===== src/rtl/shifter_pkg.sv =====
// Shared types and helpers for the pipelined barrel shifter.
package shifter_pkg;

    // Widest operand supported by the bit_reverse helper.
    localparam int MAX_N = 64;

    typedef enum logic [1:0] {
        SHIFT_SLL = 2'b00,
        SHIFT_SRL = 2'b01,
        SHIFT_SRA = 2'b10,
        SHIFT_ROR = 2'b11
    } shift_op_t;

    // Reverses the low 'width' bits of value. The result is zero-extended to MAX_N bits.
    // Callers truncate the result back to their own width.
    function automatic logic [MAX_N-1:0] bit_reverse(input logic [MAX_N-1:0] value,
                                                     input int unsigned width);
        logic [MAX_N-1:0] full;
        for (int i = 0; i < MAX_N; i++) begin
            full[i] = value[MAX_N-1-i];
        end
        return full >> (MAX_N - width);
    endfunction

endpackage


===== src/rtl/shifter_stage.sv =====
// One layer of the shift tree and its pipeline register.
// The layer optionally shifts right by 2**STAGE_IDX. The fill bits depend on the operation.
// The stage loads whenever it is empty or its downstream neighbour can take its contents.
module shifter_stage
    import shifter_pkg::*;
#(
    parameter int N         = 32,
    parameter int L         = $clog2(N),
    parameter int STAGE_IDX = 0
) (
    input  logic            clk,
    input  logic            rst,
    input  logic            src_valid,
    output logic            src_ready,
    input  logic [N-1:0]    src_data,
    input  logic [L-1:0]    src_shamt,
    input  shift_op_t       src_op,
    input  logic            src_sign,
    input  logic            dst_ready,
    output logic [N-1:0]    layer_data,
    input  logic [N-1:0]    load_data,
    output logic            stage_valid,
    output logic [N-1:0]    stage_data,
    output logic [L-1:0]    stage_shamt,
    output shift_op_t       stage_op,
    output logic            stage_sign
);

    localparam int S = 1 << STAGE_IDX;

    logic [S-1:0] fill;
    logic [N-1:0] shifted;

    logic         valid_reg;
    logic [N-1:0] data_reg;
    logic [L-1:0] shamt_reg;
    shift_op_t    op_reg;
    logic         sign_reg;

    // Select the bits that enter at the top when the word moves right by S.
    always_comb begin
        fill = '0;
        case (src_op)
            SHIFT_SRA: fill = {S{src_sign}};
            SHIFT_ROR: fill = src_data[S-1:0];
            default:   fill = '0;
        endcase
    end

    for (genvar gi = 0; gi < N; gi++) begin : g_bit
        if (gi < N - S) begin : g_body
            assign shifted[gi] = src_data[gi + S];
        end else begin : g_fill
            assign shifted[gi] = fill[gi - (N - S)];
        end
    end

    assign layer_data = src_shamt[STAGE_IDX] ? shifted : src_data;

    // An empty stage always accepts, so bubbles collapse even under an output stall.
    assign src_ready = dst_ready || !valid_reg;

    // Load the stage when it can move. Otherwise hold every field.
    always_ff @(posedge clk or negedge rst) begin
        if (!rst) begin
            valid_reg <= 1'b0;
            data_reg  <= '0;
            shamt_reg <= '0;
            op_reg    <= SHIFT_SLL;
            sign_reg  <= 1'b0;
        end else if (src_ready) begin
            valid_reg <= src_valid;
            data_reg  <= load_data;
            shamt_reg <= src_shamt;
            op_reg    <= src_op;
            sign_reg  <= src_sign;
        end
    end

    assign stage_valid = valid_reg;
    assign stage_data  = data_reg;
    assign stage_shamt = shamt_reg;
    assign stage_op    = op_reg;
    assign stage_sign  = sign_reg;

endmodule


===== src/rtl/pipelined_barrel_shifter.sv =====
// Pipelined N-bit barrel shifter with a valid/ready handshake.
// The shifter has L = log2(N) right-shift layers. Each layer is followed by a register.
// SLL is handled by mirroring the word before the first layer and after the last layer.
// N must be a power of two in the range 2..MAX_N.
module pipelined_barrel_shifter
    import shifter_pkg::*;
#(
    parameter  int N = 32,
    localparam int L = $clog2(N)
) (
    input  logic            clk,
    input  logic            rst,
    input  logic            in_valid,
    output logic            in_ready,
    input  logic [N-1:0]    in_data,
    input  logic [L-1:0]    in_shamt,
    input  shift_op_t       in_op,
    output logic            out_valid,
    input  logic            out_ready,
    output logic [N-1:0]    out_data
);

    // Index k holds the inputs of stage k. Index L holds the outputs of the last stage.
    logic         pipe_valid [0:L];
    logic [N-1:0] pipe_data  [0:L];
    logic [L-1:0] pipe_shamt [0:L];
    shift_op_t    pipe_op    [0:L];
    logic         pipe_sign  [0:L];
    logic         pipe_ready [0:L];

    logic [N-1:0] layer_data [0:L-1];
    logic [N-1:0] load_data  [0:L-1];

    // Entry: mirror SLL operands so the tree only shifts right.
    // Capture the sign bit for SRA before any mirroring.
    assign pipe_valid[0] = in_valid;
    assign pipe_data[0]  = (in_op == SHIFT_SLL) ? N'(bit_reverse(MAX_N'(in_data), N)) : in_data;
    assign pipe_shamt[0] = in_shamt;
    assign pipe_op[0]    = in_op;
    assign pipe_sign[0]  = in_data[N-1];

    assign pipe_ready[L] = out_ready;
    assign in_ready      = pipe_ready[0];

    for (genvar gi = 0; gi < L; gi++) begin : g_stage
        if (gi == L - 1) begin : g_exit
            // Undo the entry mirroring before the final register, so out_data is registered.
            assign load_data[gi] = (pipe_op[gi] == SHIFT_SLL)
                                 ? N'(bit_reverse(MAX_N'(layer_data[gi]), N))
                                 : layer_data[gi];
        end else begin : g_mid
            assign load_data[gi] = layer_data[gi];
        end

        shifter_stage #(
            .N         (N),
            .L         (L),
            .STAGE_IDX (gi)
        ) u_stage (
            .clk         (clk),
            .rst         (rst),
            .src_valid   (pipe_valid[gi]),
            .src_ready   (pipe_ready[gi]),
            .src_data    (pipe_data[gi]),
            .src_shamt   (pipe_shamt[gi]),
            .src_op      (pipe_op[gi]),
            .src_sign    (pipe_sign[gi]),
            .dst_ready   (pipe_ready[gi+1]),
            .layer_data  (layer_data[gi]),
            .load_data   (load_data[gi]),
            .stage_valid (pipe_valid[gi+1]),
            .stage_data  (pipe_data[gi+1]),
            .stage_shamt (pipe_shamt[gi+1]),
            .stage_op    (pipe_op[gi+1]),
            .stage_sign  (pipe_sign[gi+1])
        );
    end

    assign out_valid = pipe_valid[L];
    assign out_data  = pipe_data[L];

    // The control fields of the last stage are not needed past the exit.
    logic unused_tail;
    assign unused_tail = ^{pipe_shamt[L], pipe_op[L], pipe_sign[L]};

endmodule


===== config.mk =====
export PLATFORM = sky130hd
export DESIGN_NAME = pipelined_barrel_shifter
export DESIGN_NICKNAME = d
export VERILOG_FILES = /design/src/rtl/shifter_pkg.sv /design/src/rtl/shifter_stage.sv /design/src/rtl/pipelined_barrel_shifter.sv
export SDC_FILE = /design/constraint.sdc
export NUM_CORES = 1
export LEC_CHECK = 0
export ABC_AREA = 1
export CAP_MARGIN = 20
export CELL_PAD_IN_SITES_DETAIL_PLACEMENT = 1
export CELL_PAD_IN_SITES_GLOBAL_PLACEMENT = 1
export CORE_MARGIN = 1
export CORE_UTILIZATION = 47
export DETAILED_ROUTE_END_ITERATION = 10
export DONT_BUFFER_PORTS = 1
export PLACE_DENSITY_LB_ADDON = 0.1
export RECOVER_POWER = 50
export SYNTH_ARGS = -nofsm -noshare
export SYNTH_HDL_FRONTEND = slang
export SYNTH_HIERARCHICAL = 1
export SYNTH_SLANG_ARGS = --single-unit

===== constraint.sdc =====
create_clock -name clk -period 3.8 [get_ports clk]
set_input_delay 0.76 -clock clk [delete_from_list [all_inputs] [get_ports clk]]
set_output_delay 0.76 -clock clk [all_outputs]
set_load 0.01 [all_outputs]

; ---- After elaboration in Yosys (flattened, before gate mapping)
; Cells that the tools add are included.
[totals]
reg_bits = 197
latch_bits = 0
mem_bits_rw = 0
romBits = 0
inputBits = 43
word_cells = 56
n_memories = 0
[op_classes]
n_addsub = 0
mul = 0
div_mod_pow = 0
magnitude_cmp = 0
eq_ne = 10
n_shift = 0
mux = 12
bitwise = 0
reduce_logical = 12
[op_table]
columns = cell, n
row1 = 2-to-1 mux 32 bit, 7
row2 = case mux 16 bit (2 select lines), 1
row3 = "== test 2 bit, second input constant", 10
row4 = case mux 8 bit (2 select lines), 1
row5 = case mux 4 bit (2 select lines), 1
row6 = zero test 1 bit, 5
row7 = logical OR 1 bit, 5
row8 = zero test 2 bit, 2
row9 = case mux 2 bit (2 select lines), 1
row10 = case mux 1 bit (2 select lines), 1

; ---- Depth between registers and ports, before layout
[logic_depth]
depth_word = 6
depth_mapped = 17
depth_no_buf = 12

; ---- Cells and area by module
; The synthesis kept the hierarchy.
[modules_own_cells]
columns = mod, instances, cells_each, area_each_um2, seq_area_each_um2
row1 = shifter_stage (g_stage[4].u_stage), 1, 318, 2254.7, 1026.0
row2 = shifter_stage (g_stage[3].u_stage), 1, 299, 2165.8, 1026.0
row3 = shifter_stage (g_stage[0].u_stage), 1, 287, 2147.1, 1026.0
row4 = shifter_stage (g_stage[2].u_stage), 1, 289, 2102.0, 1026.0
row5 = shifter_stage (g_stage[1].u_stage), 1, 285, 2084.5, 1026.0
row6 = pipelined_barrel_shifter, 1, 212, 950.9, 0.0

; ---- Worst setup path after synthesis
; OpenSTA, ideal clock, no wires.
[synth_path]
path_type = input-to-output
startpoint = in out_ready
endpoint = out in_ready
arrival_ns = 2.365
required_ns = 3.040
slack_ns = 0.675
path_stages = 15
n_path_buf = 5
cell_sequence = inv_2 -> nand2_2 -> buf_2 -> inv_2 -> nand2_2 -> buf_6 -> inv_2 -> nand2_2 -> buf_6 -> inv_2 -> nand2_2 -> buf_6 -> inv_4 -> nand2_8 -> buf_8
[synth_rtl]
columns = item, line
row1 = "start, declared", pipelined_barrel_shifter.sv:19  ; input logic out_ready,
row2 = "end, declared", pipelined_barrel_shifter.sv:14  ; output logic in_ready,

==> results.tsv <==
metric	value	unit
DRC	0	
max cap viols	3	
IR drop worst, VDD	278.2	uV
GR Overflow Total	0	
status	finished, violations left	
internal power	4.129	mW
largest net degree at the start of global routing	164	
share of cells above drive strength 1	0.05074	
post-CTS resize count	0	
Final GP Congestion	0.8069	
syn_nets	1666	
Slew HR	-0.1301	
fin cells	1870	
Setup Skew	0.01065	ns
number of clock sinks	187	
setup_tns	0	ns
Port Buf Inserts	0	
Worst EP required	3.04	ns
synthesized area per cell	6.807	um2
combinational share of power	0.294	
die width	155.3	um
yosys warns	6	
DR WL/cell	16.48	um
total track usage	0.2678	
Vias/cell	5.297	
end of the critical path	in_ready	
TritonCTS buffer count	17	
type of destination of the critical path	primary output	
CTS Buffer Depth	2	
register-to-register setup slack	1.08	ns
Ports	77	
endpoints failing hold	0	
crit path DAT	2.01	ns
DR iter-0 viols	659	
Leak	6.407	nW
routed via count	9905	
Fmax	0.3609	GHz
die area	0.02412	mm2
clock-pin slew of the registers on the worst-case setup and hold paths	0.07	ns
Max Fanout on Critical Path	41	
min Tclk post-route	2.771	ns
# placed instances	1835	
RSZ-0062 raised after global routing	false	
initial antenna violation count	0	
Initial Util	0.4836	
Finish-stage setup viols	0	
worst-case reg-to-reg path depth	10	
worst-skew pair later-pin latency	0.44	ns
CTS tree	yes	
synthesized area	0.01105	mm2
area growth from synthesis to layout	1.336	%
Max Slew Vio Count	80	
period utilization	0.7292	
critical path startpoint	out_ready	
fin nets	1587	
# diodes	0	
worst hold path type	in2async	
core area	0.02285	mm2
type of the worst setup path	in2out	
switching share of power	0.4175	
post-route ant nets	0	
Worst Setup Start Kind	input port	
Die Ht	155.3	um
FP Rows	55	
clock root buffer	clkbuf_16	
clock power share	0.245	
P_sw	2.960	mW
PD cells	633.2	mW/mm2
first-pass GRT wire length	51540	um
vias in the first global route	9994	
violated checks	max-capacitance violations, max-slew violations	
Routed WL	30830	um
DR pass1 iterations	5	
Sequential Power Share	0.461	
hpwl dp	20990	um
reg2reg end	g_stage[1].u_stage/stage_data[18]	
Syn Inst Count	1623	
CTS H-tree depth	4	
worst slew pin tran	1.695	ns
worst reg2reg startpoint	g_stage[4].u_stage/stage_valid	
## what timing repair did
| item | in CTS | in global routing |
|---|---|---|
| endpoints found under the hold margin | 21 | 0 |
| hold buffers | 2 | 0 |
| buffers inserted | 0 | 0 |
## per-stage QoR
step           hold slack [ns]  power, mW  utilization  instance area (um2)  setup WS [ns]
3_3_place_gp            0.4640      5.287       0.4652                10630          1.140
5_1_grt               0.009350      7.586       0.4900                11200         0.7978
3_5_place_dp            0.4647      5.378       0.4652                10630          1.131
4_1_cts              0.0001225      7.159       0.4910                11220          1.105
2_1_floorplan           0.4425      4.854            -                11050         0.7715
6_report               0.03152      7.089       0.4900                11200          1.029
## layer usage
layer  track usage  up-vias  wire [um]
li1              -     4897          -
met1        0.3494     4814      13840
met2        0.4664      154      15600
met3       0.03148       40        818
met4       0.07843        0        568
met5             0        -          0
## power by group through the flow
stage / Sequential (mW) / Clock (mW) / Combinational (mW)
floorplan: 3.04 / 0 / 1.81
global placement: 3.28 / 0 / 2.01
detailed placement: 3.30 / 0 / 2.08
CTS: 3.27 / 1.78 / 2.11
global route: 3.34 / 1.85 / 2.39
finish: 3.27 / 1.74 / 2.08
## area by class of cell
cell class | count | area, um2
Clock inverter | 14 | 128.9
Tap cell | 313 | 391.6
Inverter | 24 | 95.09
Timing Repair Buffer | 23 | 158.9
Sequential cell | 187 | 4679
Fill cell | 3087 | 11650
Clock buffer | 18 | 439.2
Multi-Input combinational cell | 1291 | 5303
## cell usage in the layout, fill, tap and decap left out
cell           count
a21oi_1            3
buf_4             16
clkbuf_1           5
clkbuf_16         17
clkbuf_8           1
clkinv_1           1
clkinv_2           1
clkinv_4           1
clkinv_8           1
clkinvlp_4         4
dfrtp_1          187
dlygate4sd3_1      2
inv_1             15
inv_2              6
inv_4              2
inv_6              4
inv_8              3
nand2_1          983
nand2_2           18
nand2_8            1
nand3_1          212
nand3_4            2
nor2_1             3
nor2_4             2
o21ai_0           67
## sequential cells by signal, summed over array words and instances, names as in the netlist
signal                       count
g_stage.u_stage/stage_shamt     10
g_stage.u_stage/stage_sign       4
g_stage.u_stage/stage_valid      5
g_stage.u_stage/stage_op         8
g_stage.u_stage/stage_data     160
## worst min-delay path by stage
| stage | end | slack [ns] | depth (start not counted) |
|---|---|---|---|
| 3_5_place_dp | g_stage[3].u_stage/stage_shamt[4] | 0.46 | 2 |
| 4_1_cts | g_stage[1].u_stage/stage_data[0] | 0.0001 | 0 |
| 6_report | g_stage[3].u_stage/stage_data[5] | 0.03 | 0 |
| 5_1_grt | g_stage[3].u_stage/stage_data[5] | 0.009 | 0 |
| 3_3_place_gp | g_stage[1].u_stage/stage_shamt[4] | 0.46 | 2 |
| 2_1_floorplan | g_stage[1].u_stage/stage_shamt[2] | 0.44 | 2 |
## critical path, stage by stage
cell and delay [ns]:
inv_2 0.05, nand2_1 0.06, clkinv_1 0.06, nand2_1 0.06, inv_1 0.12, nand2_1 0.08, inv_1 0.07, nand2_1 0.09
inv_4 0.34, nand2_8 0.29
Note: power is estimated with default switching activity, not from simulation.
